==> src/rtl/spi_sd_pkg.sv <==
// Shared constants for the SPI-mode SD card responder: command indices,
// R1 bit positions, data token, OCR fields, FSM states and the CRC7 step.
package spi_sd_pkg;

  localparam logic [5:0] CMD0  = 6'd0;
  localparam logic [5:0] CMD8  = 6'd8;
  localparam logic [5:0] CMD17 = 6'd17;
  localparam logic [5:0] CMD41 = 6'd41;
  localparam logic [5:0] CMD55 = 6'd55;
  localparam logic [5:0] CMD58 = 6'd58;
  localparam logic [5:0] CMD59 = 6'd59;

  localparam int R1_IDLE    = 0;
  localparam int R1_ILLEGAL = 2;
  localparam int R1_CRC_ERR = 3;

  localparam logic [7:0] DATA_TOKEN = 8'hFE;
  localparam logic [7:0] FILL_BYTE  = 8'hFF;

  // OCR below the busy/CCS bits: no UHS-II/S18A, 2.7-3.6 V window
  localparam logic [5:0] OCR_RSVD   = 6'h00;
  localparam logic [7:0] OCR_VDD_HI = 8'hFF;
  localparam logic [7:0] OCR_VDD_LO = 8'h80;
  localparam logic [7:0] OCR_LOW    = 8'h00;

  typedef enum logic [2:0] {
    S_WAIT,
    S_RX,
    S_NCR,
    S_RESP,
    S_NAC,
    S_TOK,
    S_DATA,
    S_CRC
  } state_t;

  // One serial step of CRC7, polynomial x^7 + x^3 + 1
  function automatic logic [6:0] crc7_step(input logic [6:0] crc, input logic din);
    logic fb;
    fb = crc[6] ^ din;
    return {crc[5:0], 1'b0} ^ {3'b000, fb, 2'b00, fb};
  endfunction

endpackage

==> src/rtl/spi_sd_crc7.sv <==
// Bit-serial CRC7 accumulator; clear restarts the sum and, together with
// enable, folds in the first bit of a new frame in the same cycle.
module spi_sd_crc7
  import spi_sd_pkg::*;
(
  input  logic       spi_clk_i,
  input  logic       spi_rst_i,
  input  logic       clear,
  input  logic       enable,
  input  logic       shift_bit,
  output logic [6:0] crc
);

  always_ff @(posedge spi_clk_i) begin
    if (spi_rst_i) begin
      crc <= '0;
    end else if (clear) begin
      crc <= enable ? crc7_step(7'h00, shift_bit) : 7'h00;
    end else if (enable) begin
      crc <= crc7_step(crc, shift_bit);
    end
  end

endmodule

==> src/rtl/spi_sd_responder.sv <==
// SPI-mode SD card responder: decodes 48-bit commands, answers R1/R3/R7 and
// streams CMD17 blocks. Define SPI_SD_CRC7_CHK_EN to enforce command CRC7.
module spi_sd_responder
  import spi_sd_pkg::*;
#(
  parameter int unsigned NCR_BYTES      = 1,
  parameter int unsigned NAC_BYTES      = 2,
  parameter int unsigned ACMD41_RETRIES = 2,
  parameter int unsigned BLOCK_BYTES    = 512,
  parameter bit          HCS            = 1'b1
) (
  input  logic        spi_clk_i,
  input  logic        spi_rst_i,
  input  logic        sd_sclk_i,
  input  logic        sd_cs_n_i,
  input  logic        sd_mosi_i,
  output logic        sd_miso_o,
  input  logic [7:0]  sd_rddata_i,
  output logic        sd_rdreq_o,
  output logic [5:0]  sd_cmd_o,
  output logic [31:0] sd_arg_o,
  output logic        sd_cmdvalid_o,
  output logic        sd_idle_o,
  output logic        sd_ready_o
);

  localparam int CNT_W   = ($clog2(BLOCK_BYTES + 1) < 4) ? 4 : $clog2(BLOCK_BYTES + 1);
  localparam int RETRY_W = (ACMD41_RETRIES < 1) ? 1 : $clog2(ACMD41_RETRIES + 1);
  localparam logic [CNT_W-1:0]   NCR_LAST   = CNT_W'(NCR_BYTES - 1);
  localparam logic [CNT_W-1:0]   NAC_LAST   = CNT_W'(NAC_BYTES - 1);
  localparam logic [CNT_W-1:0]   BLK_LAST   = CNT_W'(BLOCK_BYTES - 1);
  localparam logic [RETRY_W-1:0] RETRY_INIT = RETRY_W'(ACMD41_RETRIES);

  state_t state_q, state_next;

  logic [1:0] sclk_ff, cs_ff, mosi_ff;
  logic       sclk_d;
  logic       sclk_rise, sclk_fall, cs_hi, mosi_s;

  logic [46:0]      rx_sr;
  logic [5:0]       rx_cnt;
  logic [7:0]       tx_sr;
  logic [2:0]       tx_bit;
  logic [CNT_W-1:0] byte_cnt, byte_limit;
  logic [39:0]      resp_buf;
  logic             resp_long_q, data_phase_q, load_pending;

  logic               idle_q, ready_q, crc_on_q, app_q;
  logic [RETRY_W-1:0] retry_q;

  logic [47:0]        frame;
  logic [5:0]         f_cmd;
  logic [31:0]        f_arg;
  logic               start_det, frame_done, frame_ok, tx_state, byte_done, byte_last;
  logic               crc_err;
  logic               idle_n, ready_n, crc_on_n, app_n, data_n, long_n;
  logic [RETRY_W-1:0] retry_n;
  logic [7:0]         r1;
  logic [31:0]        trail_data;

  assign sclk_rise = sclk_ff[1] & ~sclk_d;
  assign sclk_fall = ~sclk_ff[1] & sclk_d;
  assign cs_hi     = cs_ff[1];
  assign mosi_s    = mosi_ff[1];

  assign frame      = {rx_sr, mosi_s};
  assign f_cmd      = frame[45:40];
  assign f_arg      = frame[39:8];
  assign start_det  = !cs_hi && (state_q == S_WAIT) && sclk_rise && rx_sr[0] && !mosi_s;
  assign frame_done = (state_q == S_RX) && sclk_rise && (rx_cnt == 6'd47);
  assign frame_ok   = !frame[47] && frame[46] && frame[0];
  assign tx_state   = (state_q != S_WAIT) && (state_q != S_RX);
  assign byte_done  = tx_state && sclk_fall && (tx_bit == 3'd7);
  assign byte_last  = (byte_cnt == byte_limit);

`ifdef SPI_SD_CRC7_CHK_EN
  logic [6:0] crc_calc;
  logic       crc_en;

  assign crc_en = start_det || ((state_q == S_RX) && sclk_rise && (rx_cnt <= 6'd39));

  spi_sd_crc7 u_crc7 (
    .spi_clk_i (spi_clk_i),
    .spi_rst_i (spi_rst_i),
    .clear     (start_det),
    .enable    (crc_en),
    .shift_bit (mosi_s),
    .crc       (crc_calc)
  );

  assign crc_err = ((f_cmd == CMD0) || (f_cmd == CMD8) || crc_on_q) && (crc_calc != frame[7:1]);
`else
  logic [6:0] unused_crc_bits;
  assign unused_crc_bits = frame[7:1];
  assign crc_err = 1'b0;
`endif

  // Response and next card state for the frame completing this cycle
  always_comb begin
    idle_n     = idle_q;
    ready_n    = ready_q;
    crc_on_n   = crc_on_q;
    retry_n    = retry_q;
    app_n      = 1'b0;
    data_n     = 1'b0;
    long_n     = 1'b0;
    trail_data = '0;
    r1         = '0;
    r1[R1_IDLE] = idle_q;
    if (crc_err) begin
      r1[R1_CRC_ERR] = 1'b1;
    end else begin
      case (f_cmd)
        CMD0: begin
          idle_n      = 1'b1;
          ready_n     = 1'b0;
          retry_n     = RETRY_INIT;
          crc_on_n    = 1'b0;
          r1[R1_IDLE] = 1'b1;
        end
        CMD8: begin
          long_n     = 1'b1;
          trail_data = {16'h0000, 8'h01, f_arg[7:0]};
        end
        CMD55: app_n = 1'b1;
        CMD41: begin
          if (!app_q) begin
            r1[R1_ILLEGAL] = 1'b1;
          end else if (retry_q != '0) begin
            retry_n = retry_q - RETRY_W'(1);
            r1      = 8'h01;
          end else begin
            idle_n  = 1'b0;
            ready_n = 1'b1;
            r1      = 8'h00;
          end
        end
        CMD58: begin
          long_n     = 1'b1;
          trail_data = {ready_q, HCS, OCR_RSVD, OCR_VDD_HI, OCR_VDD_LO, OCR_LOW};
        end
        CMD59: crc_on_n = f_arg[0];
        CMD17: begin
          if (idle_q) r1[R1_ILLEGAL] = 1'b1;
          else        data_n = 1'b1;
        end
        default: r1[R1_ILLEGAL] = 1'b1;
      endcase
    end
  end

  always_comb begin
    byte_limit = '0;
    case (state_q)
      S_NCR:   byte_limit = NCR_LAST;
      S_RESP:  byte_limit = resp_long_q ? CNT_W'(4) : '0;
      S_NAC:   byte_limit = NAC_LAST;
      S_DATA:  byte_limit = BLK_LAST;
      S_CRC:   byte_limit = CNT_W'(1);
      default: byte_limit = '0;
    endcase
  end

  always_comb begin
    state_next = state_q;
    if (cs_hi) begin
      state_next = S_WAIT;
    end else begin
      case (state_q)
        S_WAIT: if (start_det) state_next = S_RX;
        S_RX:   if (frame_done) state_next = frame_ok ? S_NCR : S_WAIT;
        S_NCR:  if (byte_done && byte_last) state_next = S_RESP;
        S_RESP: if (byte_done && byte_last) state_next = data_phase_q ? S_NAC : S_WAIT;
        S_NAC:  if (byte_done && byte_last) state_next = S_TOK;
        S_TOK:  if (byte_done) state_next = S_DATA;
        S_DATA: if (byte_done && byte_last) state_next = S_CRC;
        S_CRC:  if (byte_done && byte_last) state_next = S_WAIT;
        default: state_next = S_WAIT;
      endcase
    end
  end

  always_ff @(posedge spi_clk_i) begin
    if (spi_rst_i) state_q <= S_WAIT;
    else           state_q <= state_next;
  end

  always_ff @(posedge spi_clk_i) begin
    if (spi_rst_i) begin
      sclk_ff       <= 2'b00;
      cs_ff         <= 2'b11;
      mosi_ff       <= 2'b11;
      sclk_d        <= 1'b0;
      rx_sr         <= '1;
      rx_cnt        <= '0;
      tx_sr         <= FILL_BYTE;
      tx_bit        <= '0;
      byte_cnt      <= '0;
      resp_buf      <= '0;
      resp_long_q   <= 1'b0;
      data_phase_q  <= 1'b0;
      load_pending  <= 1'b0;
      idle_q        <= 1'b1;
      ready_q       <= 1'b0;
      crc_on_q      <= 1'b0;
      app_q         <= 1'b0;
      retry_q       <= RETRY_INIT;
      sd_miso_o     <= 1'b1;
      sd_rdreq_o    <= 1'b0;
      sd_cmdvalid_o <= 1'b0;
      sd_cmd_o      <= '0;
      sd_arg_o      <= '0;
    end else begin
      sclk_ff       <= {sclk_ff[0], sd_sclk_i};
      cs_ff         <= {cs_ff[0], sd_cs_n_i};
      mosi_ff       <= {mosi_ff[0], sd_mosi_i};
      sclk_d        <= sclk_ff[1];
      sd_cmdvalid_o <= 1'b0;
      sd_rdreq_o    <= 1'b0;
      if (cs_hi) begin
        sd_miso_o    <= 1'b1;
        rx_sr        <= '1;
        rx_cnt       <= '0;
        tx_bit       <= '0;
        byte_cnt     <= '0;
        load_pending <= 1'b0;
      end else begin
        if (sclk_rise && !tx_state) rx_sr <= {rx_sr[45:0], mosi_s};
        if (start_det)                           rx_cnt <= 6'd1;
        else if ((state_q == S_RX) && sclk_rise) rx_cnt <= rx_cnt + 6'd1;

        if (frame_done && frame_ok) begin
          sd_cmd_o      <= f_cmd;
          sd_arg_o      <= f_arg;
          sd_cmdvalid_o <= 1'b1;
          idle_q        <= idle_n;
          ready_q       <= ready_n;
          crc_on_q      <= crc_on_n;
          retry_q       <= retry_n;
          app_q         <= app_n;
          resp_buf      <= {r1, trail_data};
          resp_long_q   <= long_n;
          data_phase_q  <= data_n;
          tx_sr         <= FILL_BYTE;
          tx_bit        <= '0;
          byte_cnt      <= '0;
        end

        // The last bit of a response stays on MISO until the master samples it
        if (sclk_fall && !tx_state) sd_miso_o <= 1'b1;
        if (sclk_fall && tx_state) begin
          sd_miso_o <= tx_sr[7];
          tx_sr     <= {tx_sr[6:0], 1'b1};
          tx_bit    <= tx_bit + 3'd1;
        end

        if (byte_done) begin
          byte_cnt <= (state_next != state_q) ? '0 : byte_cnt + CNT_W'(1);
          case (state_next)
            S_RESP: begin
              tx_sr    <= (state_q == S_NCR) ? resp_buf[39:32] : resp_buf[31:24];
              if (state_q == S_RESP) resp_buf <= {resp_buf[31:0], 8'h00};
            end
            S_TOK:  tx_sr      <= DATA_TOKEN;
            S_DATA: sd_rdreq_o <= 1'b1;
            S_NCR, S_NAC, S_CRC: tx_sr <= FILL_BYTE;
            default: ;
          endcase
        end

        // Source byte is valid the cycle after the request
        load_pending <= sd_rdreq_o;
        if (load_pending) tx_sr <= sd_rddata_i;
      end
    end
  end

  assign sd_idle_o  = idle_q;
  assign sd_ready_o = ready_q;

endmodule
==> config.mk <==
export PLATFORM = sky130hd
export DESIGN_NAME = spi_sd_responder
export DESIGN_NICKNAME = d
export VERILOG_FILES = /design/src/rtl/spi_sd_pkg.sv /design/src/rtl/spi_sd_crc7.sv /design/src/rtl/spi_sd_responder.sv
export SDC_FILE = /design/constraint.sdc
export NUM_CORES = 1
export LEC_CHECK = 0
export ABC_CLOCK_PERIOD_IN_PS = 3970
export BUFFER_PORTS_ARGS = -buffer_cell sky130_fd_sc_hd__buf_2
export CAP_MARGIN = 20
export CORE_MARGIN = 2
export CORE_UTILIZATION = 45
export DETAILED_ROUTE_END_ITERATION = 8
export GPL_ROUTABILITY_DRIVEN = 0
export SLEW_MARGIN = 20
export SYNTH_ARGS = -nofsm -noshare
export SYNTH_HDL_FRONTEND = slang
export SYNTH_HIERARCHICAL = 1
export SYNTH_SLANG_ARGS = --single-unit
==> constraint.sdc <==
create_clock -name spi_clk_i -period 3.97 [get_ports spi_clk_i]
set_input_delay 0.794 -clock spi_clk_i [delete_from_list [all_inputs] [get_ports spi_clk_i]]
set_output_delay 0.794 -clock spi_clk_i [all_outputs]
set_load 0.05 [all_outputs]
Yosys cells after proc, flatten, opt, wreduce, memory -nomap -nowiden
Cells that the tools add are included.
Word-level totals
  output and inout bits: 43
  input bits: 13
  bits in registers: 173
  logic and storage cells: 156
Cells by class
  equality and inequality tests: 27
  multiplexer cells: 57
  add/sub/neg operators: 4
  reductions and logical operators: 38
  bitwise logic cells: 6
Operators by type and width (count)
  40-bit two-way mux: 4
  32-bit one-hot mux with 2 select lines: 1
  8-bit two-way mux: 5
  3-bit two-way mux: 13
  6-bit equality test, second input constant: 5
  10-bit two-way mux: 3
  3-bit equality test, second input constant: 9
  9-bit one-hot mux with 3 select lines: 1
  3-bit one-hot mux with 8 select lines: 1
  8-bit one-hot mux with 3 select lines: 1
  1-bit two-way mux: 18
  1-bit logical AND: 15
  3-bit by 2-bit equality test with 1-bit output, second input constant: 4
  2-bit nonzero test: 6
  10-bit by 1-bit adder with 10-bit output, second input constant: 1
  10-bit equality test: 1
  5-bit AND reduction: 2
  3-bit OR reduction: 3
  2-bit two-way mux: 4
  6-bit by 1-bit adder with 6-bit output, second input constant: 1
  6-bit by 4-bit equality test with 1-bit output, second input constant: 1
  6-bit by 5-bit equality test with 1-bit output, second input constant: 1
  6-bit zero test: 1
  2-bit inequality test, second input constant: 3
  17 further kinds: 28

Logic depth before layout (Yosys ltp)
Gate-level depths: netlist of run 1.
  depth after elaboration: 13
  depth in mapped cells: 12
  mapped depth without buffers: 10

Worst setup path after synthesis of run 1
No wires, ideal clock.
  path kind: register to register
  from: register state_q[1]
  to: register resp_buf[39]
  required time: 3853 ps
  buffers on the path: 4
  arrival: 3079 ps
  library setup time: 117 ps
  path slack: 775 ps
  period minus slack after synthesis: 3195 ps
  stages on the path, launching flop included: 13
  cells stage by stage: dfxtp_1 > or4b_1 > buf_2 > or4_1 > buf_2 > a311oi_2 > inv_2 > a211oi_4 > nand3_2 > a21o_1 > buf_4 > buf_6 > a22o_1
Between the ends
  longest elaborated chain between the ends: 11
  elaborated cells between the ends (all ways): 39
  classes of those cells: eq/ne: 10; mux: 15; reduce/logical: 14
RTL lines
  from (decl): RTL line spi_sd_responder.sv:34  | state_t state_q, state_next;
  from (signal assigned): RTL line spi_sd_responder.sv:185  | else state_q <= state_next;
  3-bit equality test (tied with other cells): RTL line spi_sd_responder.sv:154, spi_sd_responder.sv:169
  2-bit OR reduction (no line) (tied with other cells)
  9-bit one-hot mux with 3 select lines (tied with other cells): RTL line spi_sd_responder.sv:154  | case (state_q)
  10-bit equality test (tied with other cells): RTL line spi_sd_responder.sv:74  | assign byte_last = (byte_cnt == byte_limit);
  1-bit logical AND (on tied branches)
  3-bit two-way mux (tied with other cells): RTL line spi_sd_responder.sv:177  | S_CRC: if (byte_done && byte_last) state_next = S_WAIT;
  3-bit one-hot mux with 8 select lines: RTL line spi_sd_responder.sv:169  | case (state_q)
  3-bit two-way mux: RTL line spi_sd_responder.sv:166  | if (cs_hi) begin
  3-bit by 2-bit equality test with 1-bit output: RTL line spi_sd_responder.sv:259  | case (state_next)
  40-bit two-way mux: RTL line spi_sd_responder.sv:259
  40-bit two-way mux *: RTL line spi_sd_responder.sv:257  | if (byte_done) begin
  to (signal assigned): RTL line spi_sd_responder.sv:241  | resp_buf <= {r1, trail_data};
  to (signal assigned): RTL line spi_sd_responder.sv:262  | if (state_q == S_RESP) resp_buf <= {resp_buf[31:0], 8'h00};
  to (decl): RTL line spi_sd_responder.sv:45  | logic [39:0] resp_buf;
Mark *: on every way between the ends. The rest lies on a longest branch, timed or not.
A chain may end at the register's enable or synchronous reset.

Worst setup path after layout of run 1
  from: register state_q[0]
  to: register resp_buf[26]
Same word-level chain as after synthesis.

==> impl_metrics.yaml, run 1 <==
status:
  status: "finished, final reports clean"
setup_path:
  cp.buffers_inverters: 1
  cpLargestDelayFamily: "compound AO/OA/AOI/OAI gates"
  cp-end-kind: "flip-flop"
  cp.arrival_ns: 3.72
  slowest_delay_ns: 0.60
  start_kind: "flip-flop"
  worstSetupPathType: "reg2reg"
  critical_path.cell_chain: "nand4b_1, xor2_1, a31oi_1, nor2_1, a2111oi_0, buf_4, nand3_2, a21o_1, a22o_1"
  critPathRequiredTime_ns: 4.28
  worstPathMaxFanout: 28
  cpMaxStageDelayCell: "dfxtp_1"
logic_synthesis:
  synth_edf_count: 0
  synth_nets: 899
  synth_async_sr_flop_share: 0
  synthCells: 881
  yosysWarnings: 6
  netlist_area_sq_mm: 0.00719
  seq_area_frac_synth: 0.482
  synth-seq-cells: 173
  synth_cell_types: 61
  synth.avg_cell_area_sq_um: 8.16
  synth_ff_type: "dfxtp_1"
power_and_ir_drop:
  power.density_mw_per_mm2: 416
  ir_worst_vdd_v: 0.000283
  power.leakage_nw: 3.24
final_layout:
  syn2layout_area_growth_pct: 14.9
  final_nets: 935
  fin_cells: 1146
  drive_gt1_frac: 0.144
  num-fill-cells: 1552
  num_antenna_cells: 0
  utilization: 0.523
floorplanning:
  ios: 56
  die_y_microns: 130
  die-area_sq_mm: 0.0170
  chipWidth_microns: 130
  row_count: 46
  start_util: 0.456
  coreArea_sq_mm: 0.0158
routing:
  viasPerCell: 5.29
  vias: 6059
  routedWlPerCell_microns: 14.0
  dr.pass1.iters: 5
  drt_iter0_drc: 318
  ant_nets: 0
  routed_wl_mm: 16.1
  route.detailed.drc: 0
timing:
  setup_viol: 0
  final_hold_viol_count: 0
  fin_tns_setup_ns: 0
  drv_slew: 0
  fin_skew_ns: 0.00891
  max_clock_freq_mhz: 293
  fin_worst_hold_slack_ns: 0.408
  setup_ws_ns: 0.562
  rsz0062_at_grt: "false"
  slew_headroom: 0.353
  period_share: 0.858
  tightest_slew_ns: 0.962
  fin_crit_ns: 3.41
hold_path:
  hold_class: "reg2reg"
placed_design:
  io_buffer_count: 55
  dp_cells: 1114
  dp_slack_ns: 0.602
  dp_hpwl_mm: 10.5
clock_network:
  cts_tree: "built"
  cts.sinks: 173
  hold_buffers: 0
  clk_latency_ns: 0.42
  clk_pin_slew_worst_paths_ns: 0.07
  cts_setup_buffers: 0
  root_buffer: "clkbuf_16"
  clk_path_buf_depth: 2
  cts_max_level: 4
  cts_buffers: 17
  cts_resized: 0
run:
  drv_cap: 0
global_route:
  grt_max_degree: 65
  grt_overflow: 0
  track_usage: 0.201
  grt_pass1_vias: 5542
  antenna_found_initial: 0
  grt_pass1_wl_mm: 27.4
[state kept, by name, summed over array words and instances, names as in the netlist, 2 cells and up]
| signal | count |
|---|---|
| tx_bit | 3 |
| resp_buf | 40 |
| sd_cmd_o | 6 |
| cs_ff | 2 |
| retry_q | 2 |
| rx_cnt | 6 |
| rx_sr | 47 |
| mosi_ff | 2 |
| sclk_ff | 2 |
| tx_sr | 8 |
| sd_arg_o | 32 |
| state_q | 3 |
| byte_cnt | 10 |
[final timing paths]
path	to	cells past startpoint	slack [ns]	start
setup / recovery	resp_buf[26]$_SDFFE_PP0N_	9	0.56	state_q[0]$_SDFF_PP0_
setup reg to reg	resp_buf[26]$_SDFFE_PP0N_	9	0.56	state_q[0]$_SDFF_PP0_
hold / removal	cs_ff[1]$_SDFF_PP1_	1	0.41	cs_ff[0]$_SDFF_PP1_
hold reg to reg	cs_ff[1]$_SDFF_PP1_	1	0.41	cs_ff[0]$_SDFF_PP1_
[where the power goes]
part | internal [W] | switching [W]
registers | 0.00174 | 0.00000629
logic | 0.0000266 | 0.0000604
clock network | 0.000890 | 0.000707
total | 0.00266 | 0.000773
[layout make-up]
class	count	area, sq um	share of cell area
clock buffers	18	439	0.0532
clock inverters	14	134	0.0162
inverters	11	41.3	0.00500
multi-input cells	639	3450	0.419
flip-flops and latches	173	3460	0.420
well taps	216	270	0.0327
repair buffers	75	450	0.0546
[synthesized netlist by cell type (7+ instances only)]
cell / n / share of area
a22oi_1: 7 / 0.0073
or2_2: 10 / 0.0087
nand3_1: 59 / 0.041
o31ai_1: 10 / 0.010
a221oi_1: 7 / 0.0085
inv_1: 10 / 0.0052
o22ai_1: 8 / 0.0070
nor2_1: 57 / 0.030
mux2_2: 7 / 0.011
nand2_1: 231 / 0.12
o21ai_0: 22 / 0.015
clkbuf_1: 48 / 0.025
mux2i_1: 9 / 0.013
and3_1: 13 / 0.011
a22o_1: 28 / 0.034
nor3_1: 20 / 0.014
dfxtp_1: 173 / 0.48
a21oi_1: 53 / 0.037
nor2b_1: 13 / 0.011
[cells by family (layout without fill, tap and decap cells)]
family	count (synthesis)	count (layout)	share of synthesized area
flip-flops	173	173	0.482
AND/OR/NAND/NOR	438	438	0.273
multiplexers	16	16	0.0235
AO/OA/AOI/OAI	172	172	0.164
buffers and inverters	69	118	0.0394
XOR/XNOR	8	8	0.00975
adder cells (fa/ha/maj)	5	5	0.00871
[per-layer routing]
metal,vias to the layer above,routed length (microns),global-route usage
met5,-,0,0
met4,0,183,0.0582
met3,17,754,0.0463
met2,133,7240,0.321
met1,2790,7880,0.275
li1,3119,-,-
[metrics by stage]
step | cell area (sq um) | power [W]
3_5_place_dp | 7680 | 0.00188
2_1_floorplan | 7190 | 0.00185
4_1_cts | 8250 | 0.00347
3_3_place_gp | 7680 | 0.00188
5_1_grt | 8250 | 0.00356
6_report | 8250 | 0.00343
[cell usage in the layout, fill, tap and decap left out, types with 5 or more instances in the layout]
cell and n:
inv_1 10, buf_4 18, o31ai_1 10, buf_2 55
nor2b_1 13, or2_2 10, mux2_2 7, a22o_1 28
ha_1 5, and2_1 5, clkbuf_16 17, nor2_1 55
dfxtp_1 173, nand3_1 59, nor3_1 19, a21oi_1 53
o22ai_1 8, nor4_1 5, o21ai_0 22, o31a_1 5
nand2_1 231, mux2i_1 9, and3_1 13, a221oi_1 7
o21a_1 5, a22oi_1 7
Power figures use the tool's default switching activity.
==> inputs of run 2 (changes only) <==
- ABC_AREA: unset -> 1
==> impl_metrics.yaml, run 2 <==
power_and_ir_drop:
  seq_power_share: 0.480
  ir_worst_vdd_v: 0.000292
  p_int_w: 0.00286
  p_sw_frac: 0.223
  combPwrFrac: 0.031
  pwr-share-clk: 0.489
  p_total_w: 0.00368
  power.switching_w: 0.000821
  power.leakage_nw: 3.88
  power.density_mw_per_mm2: 423
logic_synthesis:
  synth_ff_type: "dfxtp_1"
  synth_most_common_cell: "nand2_1"
  synth_async_sr_flop_share: 0
  synthTopCellsByArea: "dfxtp_1, nand2_1, o21ai_0"
  synth_edf_count: 0
  synth-seq-cells: 173
  synth_nets: 1108
  netlist_area_sq_mm: 0.00765
  seq_area_frac_synth: 0.453
  synth.avg_cell_area_sq_um: 7.01
  yosys.area.top_type: "dfxtp_1"
  synth_top_area_frac: 0.453
  synth_common_cells: "nand2_1, dfxtp_1, nor2_1"
  yosysWarnings: 6
  synthCells: 1090
  synth_cell_types: 39
global_route:
  grt_max_degree: 63
  antenna_found_initial: 0
  grt_pass1_vias: 6320
  track_usage: 0.214
  grt_overflow: 0
  grt_pass1_wl_mm: 31.4
routing:
  routedWlPerCell_microns: 13.6
  routed_wl_mm: 18.4
  dr.pass1.iters: 4
  route.detailed.drc: 0
  vias: 6944
  viasPerCell: 5.14
  drt_iter0_drc: 372
  ant_nets: 0
final_layout:
  final_nets: 1137
  largestRegisters: "rx_sr: 47 flops, resp_buf: 40 flops, sd_arg_o: 32 flops"
  seq_area_sq_mm: 0.00346
  layout_commonest_cell: "nand2_1"
  fin_area_sq_mm: 0.00870
  num_antenna_cells: 0
  syn2layout_area_growth_pct: 13.8
  largest_reg_flops: 47
  max_flop_register: "rx_sr"
  multi_input_area_sq_mm: 0.00363
  layout_common_cells: "nand2_1, dfxtp_1, nor2_1, o21ai_0, a21oi_1"
  drive_gt1_frac: 0.108
  num-fill-cells: 1654
setup_path:
  rrSetupSlack_ns: 1.02
  cp-end-kind: "flip-flop"
  cp.arrival_ns: 3.30
  worstPathMaxFanout: 30
  timing.rr.start: "state_q[2]$_SDFF_PP0_"
  cpMaxStageDelayCell: "dfxtp_1"
  crit_top_cell: "nand2_1"
  critPathRequiredTime_ns: 4.32
  critical_path.cell_chain: "inv_1, nand2_4, nand3_4, nor2_1, nand2_1, nor2_2, nand2_1, nand2_1, nand2_1, nand2_1, nand2_2, nor2_4, nand3_2, nor2_2, buf_4, a21oi_1, a21oi_1"
  worstSetupPathType: "reg2reg"
  start_kind: "flip-flop"
  reg2reg_to: "resp_buf[13]$_SDFFE_PP0N_"
  rr_worst_depth: 17
  slowest_delay_ns: 0.52
clock_network:
  clk_pin_slew_worst_paths_ns: 0.06
  hold_buffers: 0
  root_buffer: "clkbuf_16"
  cts.sinks: 173
  cts_resized: 0
  cts_max_level: 4
  clk_latency_ns: 0.42
  cts_tree: "built"
  cts_setup_buffers: 0
  clk_path_buf_depth: 2
  cts_buffers: 17
floorplanning:
  row_count: 47
  die-area_sq_mm: 0.0180
  die_y_microns: 134
  start_util: 0.461
  chipWidth_microns: 134
  ios: 56
  coreArea_sq_mm: 0.0166
status:
  status: "finished, final reports clean"
timing:
  tightest_slew_ns: 1.01
  slew_headroom: 0.324
  fin_skew_ns: 0.0114
  final_hold_viol_count: 0
  fin_tns_setup_ns: 0
  period_share: 0.743
  setup_viol: 0
  drv_slew: 0
  fin_crit_ns: 2.95
  rsz0062_at_grt: "false"
  max_clock_freq_mhz: 339
hold_path:
  worstHoldEndpoint: "sclk_ff[1]$_SDFF_PP0_"
  min_from: "sclk_ff[0]$_SDFF_PP0_"
  hold_class: "reg2reg"
  hold_depth: 2
placed_design:
  io_buffer_count: 55
  dp_hpwl_mm: 11.7
  place_area_sq_mm: 0.00807
run:
  drv_cap: 0
## run 2: cell types whose count changed after synthesis, sizes merged, moves of 13 or more
cell and delta:
nor2b -13, nor2 +76, o21ai +95, inv +71
nand2 +23, a21oi +39, a22o -28, nand3 +29
## run 2: how the worst max path moves through the flow
stage / startpoint / slack, ns / cells after the start / endpoint
3_3_place_gp: state_q[2]$_SDFF_PP0_ / 1.12 / 19 / resp_buf[38]$_SDFFE_PP0N_
3_5_place_dp: state_q[2]$_SDFF_PP0_ / 1.06 / 17 / resp_buf[13]$_SDFFE_PP0N_
4_1_cts: state_q[2]$_SDFF_PP0_ / 1.05 / 17 / resp_buf[13]$_SDFFE_PP0N_
2_1_floorplan: tx_bit[0]$_SDFFE_PP0P_ / 1.80 / 18 / resp_buf[38]$_SDFFE_PP0N_
5_1_grt: state_q[2]$_SDFF_PP0_ / 0.62 / 16 / resp_buf[31]$_SDFFE_PP0N_
6_report: state_q[2]$_SDFF_PP0_ / 1.02 / 17 / resp_buf[13]$_SDFFE_PP0N_
## run 2: metrics by stage
| stage | utilization | std cells | hold WS [ns] | setup slack, ns |
|---|---|---|---|---|
| 3_3_place_gp | 0.486 | 1320 | 0.390 | 1.12 |
| 4_1_cts | 0.525 | 1352 | 0.407 | 1.05 |
| 6_report | 0.525 | 1352 | 0.407 | 1.02 |
| 3_5_place_dp | 0.486 | 1320 | 0.395 | 1.06 |
| 2_1_floorplan | - | 1090 | 0.388 | 1.80 |
| 5_1_grt | 0.525 | 1352 | 0.426 | 0.623 |
## run 2: area by class of cell
type,count,area share
sequential,173,0.398
timing repair buffer,68,0.0429
inverter,86,0.0371
tap,220,0.0316
clock inverter,14,0.0236
multi-input combinational,773,0.417
clock buffer,18,0.0493
## run 2: power by group through the flow
stage	registers [W]	clock network [W]	logic, W
after global routing	0.00177	0.00191	0.000131
after detailed placement	0.00181	0	0.000115
after global placement	0.00181	0	0.000114
after CTS	0.00177	0.00184	0.000116
final	0.00177	0.00180	0.000115
after floorplan	0.00180	0	0.0000831
## run 2: cells by family after synthesis
logic type,synth area share
flops,0.453
buf+inv,0.0741
mux,0.00393
simple gates,0.287
fa+ha+maj,0.00818
xor+xnor,0.00687
compound gates,0.167
## run 2: per-layer routing
layer  part of all wire  global-route usage  up-vias  wire (microns)
li1                   -                   -     3651               -
met1               0.49               0.289     3152            9090
met2               0.46               0.344      116            8430
met3              0.031              0.0378       25             567
met4              0.015              0.0743        0             276
met5                  0                   0        -               0
## run 2: critical path, delay by kind of cell (launching register included)
family,cells,cell delay (ns)
AND/OR/NAND/NOR,13,1.53
flip-flops,1,0.52
buffers and inverters,2,0.55
AO/OA/AOI/OAI,2,0.26
==> inputs of run 3 (changes only) <==
- ABC_CLOCK_PERIOD_IN_PS: 3970 -> 2400
- clock period: 3.97 -> 2.4 ns (I/O delays scaled with it)
==> impl_metrics.yaml, run 3 (synthesis gave the netlist of run 2 again) <==
floorplanning:
  start_util: 0.461
  chipWidth_microns: 134
  die_y_microns: 134
  coreArea_sq_mm: 0.0166
  ios: 56
  die-area_sq_mm: 0.0180
  row_count: 47
global_route:
  grt_overflow: 0
  track_usage: 0.221
  antenna_found_initial: 1
  grt_pass1_vias: 6610
  grt_max_degree: 61
  grt_pass1_wl_mm: 32.6
routing:
  routedWlPerCell_microns: 14.1
  ant_nets: 0
  viasPerCell: 5.18
  drt_iter0_drc: 582
  dr.pass1.iters: 5
  route.detailed.drc: 0
  vias: 7215
  routed_wl_mm: 19.7
final_layout:
  num-fill-cells: 1610
  largest_reg_flops: 47
  drive_gt1_frac: 0.178
  syn2layout_area_growth_pct: 20.9
  layout_common_cells: "nand2_1, dfxtp_1, nor2_1, a21oi_1, o21ai_0"
  final_nets: 1179
  layout_commonest_cell: "nand2_1"
  num_antenna_cells: 0
  fin_area_sq_mm: 0.00925
  max_flop_register: "rx_sr"
  utilization: 0.557
  largestRegisters: "rx_sr: 47 flops, resp_buf: 40 flops, sd_arg_o: 32 flops"
timing:
  slew_headroom: 0.502
  drv_slew: 0
  period_share: 0.992
  fin_worst_hold_slack_ns: 0.238
  rsz0062_at_grt: "true"
  final_hold_viol_count: 0
  max_clock_freq_mhz: 420
  setup_viol: 0
  fin_crit_ns: 2.38
  fin_skew_ns: 0.0115
  tightest_slew_ns: 0.746
setup_path:
  cp.arrival_ns: 2.69
  slowest_delay_ns: 0.37
  critical_path.cell_chain: "inv_4, buf_6, nand4_1, nor2_1, nor2_1, nor2_1, buf_4, nand3_1, nand2_2, nand2_2, nand2_2, buf_6, nand4_1, buf_6, clkbuf_16, o21ai_1, o22ai_1"
  cpMaxStageDelayCell: "dfxtp_4"
  cpLargestDelayFamily: "simple AND/OR/NAND/NOR gates"
  worstSetupPathType: "reg2reg"
  start_kind: "flip-flop"
  critPathRequiredTime_ns: 2.71
  cp.buffers_inverters: 6
  worstPathMaxFanout: 10
  cp-end-kind: "flip-flop"
clock_network:
  clk_latency_ns: 0.43
  cts_max_level: 4
  cts_buffers: 17
  clk_path_buf_depth: 2
  cts_tree: "built"
  cts.sinks: 173
  root_buffer: "clkbuf_16"
  clk_pin_slew_worst_paths_ns: 0.07
power_and_ir_drop:
  p_total_w: 0.00585
  power.density_mw_per_mm2: 632
  ir_worst_vdd_v: 0.000524
  power.leakage_nw: 4.13
status:
  status: "finished, final reports clean"
run:
  drv_cap: 0
placed_design:
  io_buffer_count: 55
  place_area_sq_mm: 0.00834
  dp_hpwl_mm: 12.4
hold_path:
  hold_class: "in2reg"
## run 3: cell count changes in the layout (fill, tap and decap cells not counted), moves of 5 or more
cell / change
buf_4: +31
buf_6: +6
dfxtp_1: -9
dfxtp_2: +6
nand2_1: -8
nand2_2: +6
nand3_1: -5
nand3_2: +5
nor2_1: -5
o21ai_0: -13
o21ai_1: +5
o21ai_2: +8
## run 3: final timing paths
path                    startpoint                         to  slack, ns  cells after the start
max          state_q[0]$_SDFF_PP0_  resp_buf[30]$_SDFFE_PP0N_       0.02                     17
min                      sd_mosi_i      mosi_ff[0]$_SDFF_PP1_       0.24                      2
max reg2reg  state_q[0]$_SDFF_PP0_  resp_buf[30]$_SDFFE_PP0N_       0.02                     17
min reg2reg  sclk_ff[0]$_SDFF_PP0_      sclk_ff[1]$_SDFF_PP0_       0.40                      2
## run 3: final cells by class
cell class / instances / area (sq um) / area share
clock buffers: 18 / 439 / 0.0475
clock inverters: 14 / 144 / 0.0156
repair buffers: 110 / 778 / 0.0842
well taps: 220 / 275 / 0.0298
inverters: 86 / 328 / 0.0355
flip-flops and latches: 173 / 3480 / 0.377
multi-input cells: 773 / 3800 / 0.411
## run 3: per-stage QoR
stage                     std cells  worst slack (ns)  setup TNS [ns]
after floorplan                1090             0.234               0
after global placement         1350            0.0456               0
after detailed placement       1350           -0.0139         -0.0266
after CTS                      1387           0.00412               0
after global routing           1394            -0.135           -2.46
final                          1394            0.0189               0
## run 3: where the power goes
part	internal (W)	total, W	switching (W)
registers	0.00290	0.00292	0.0000242
clock network	0.00142	0.00272	0.00131
logic	0.0000689	0.000202	0.000133
## run 3: repair_timing
item	CTS	global route
endpoints found under the setup margin	6	60
pin swaps	5	15
setup buffers	4	7
hold buffers	0	0
gates resized for setup	8	68
cloned	1	1
## run 3: per-layer routing
metal / share of wire / vias to the layer above / routed length [microns] / GRT usage
met5: 0.00051 / - / 10 / 0
li1: - / 3746 / - / -
met4: 0.011 / 2 / 207 / 0.0591
met3: 0.043 / 19 / 846 / 0.0506
met2: 0.46 / 139 / 9080 / 0.358
met1: 0.49 / 3309 / 9570 / 0.297
## run 3: worst reg2reg max path, cell delays in order (launching register included)
cell and delay [ns]:
dfxtp_4 0.37, inv_4 0.06, buf_6 0.11, nand4_1 0.08
nor2_1 0.11, nor2_1 0.07, nor2_1 0.19, buf_4 0.15
nand3_1 0.08, nand2_2 0.09, nand2_2 0.06, nand2_2 0.07
buf_6 0.11, nand4_1 0.16, buf_6 0.19, clkbuf_16 0.16
o21ai_1 0.12, o22ai_1 0.08
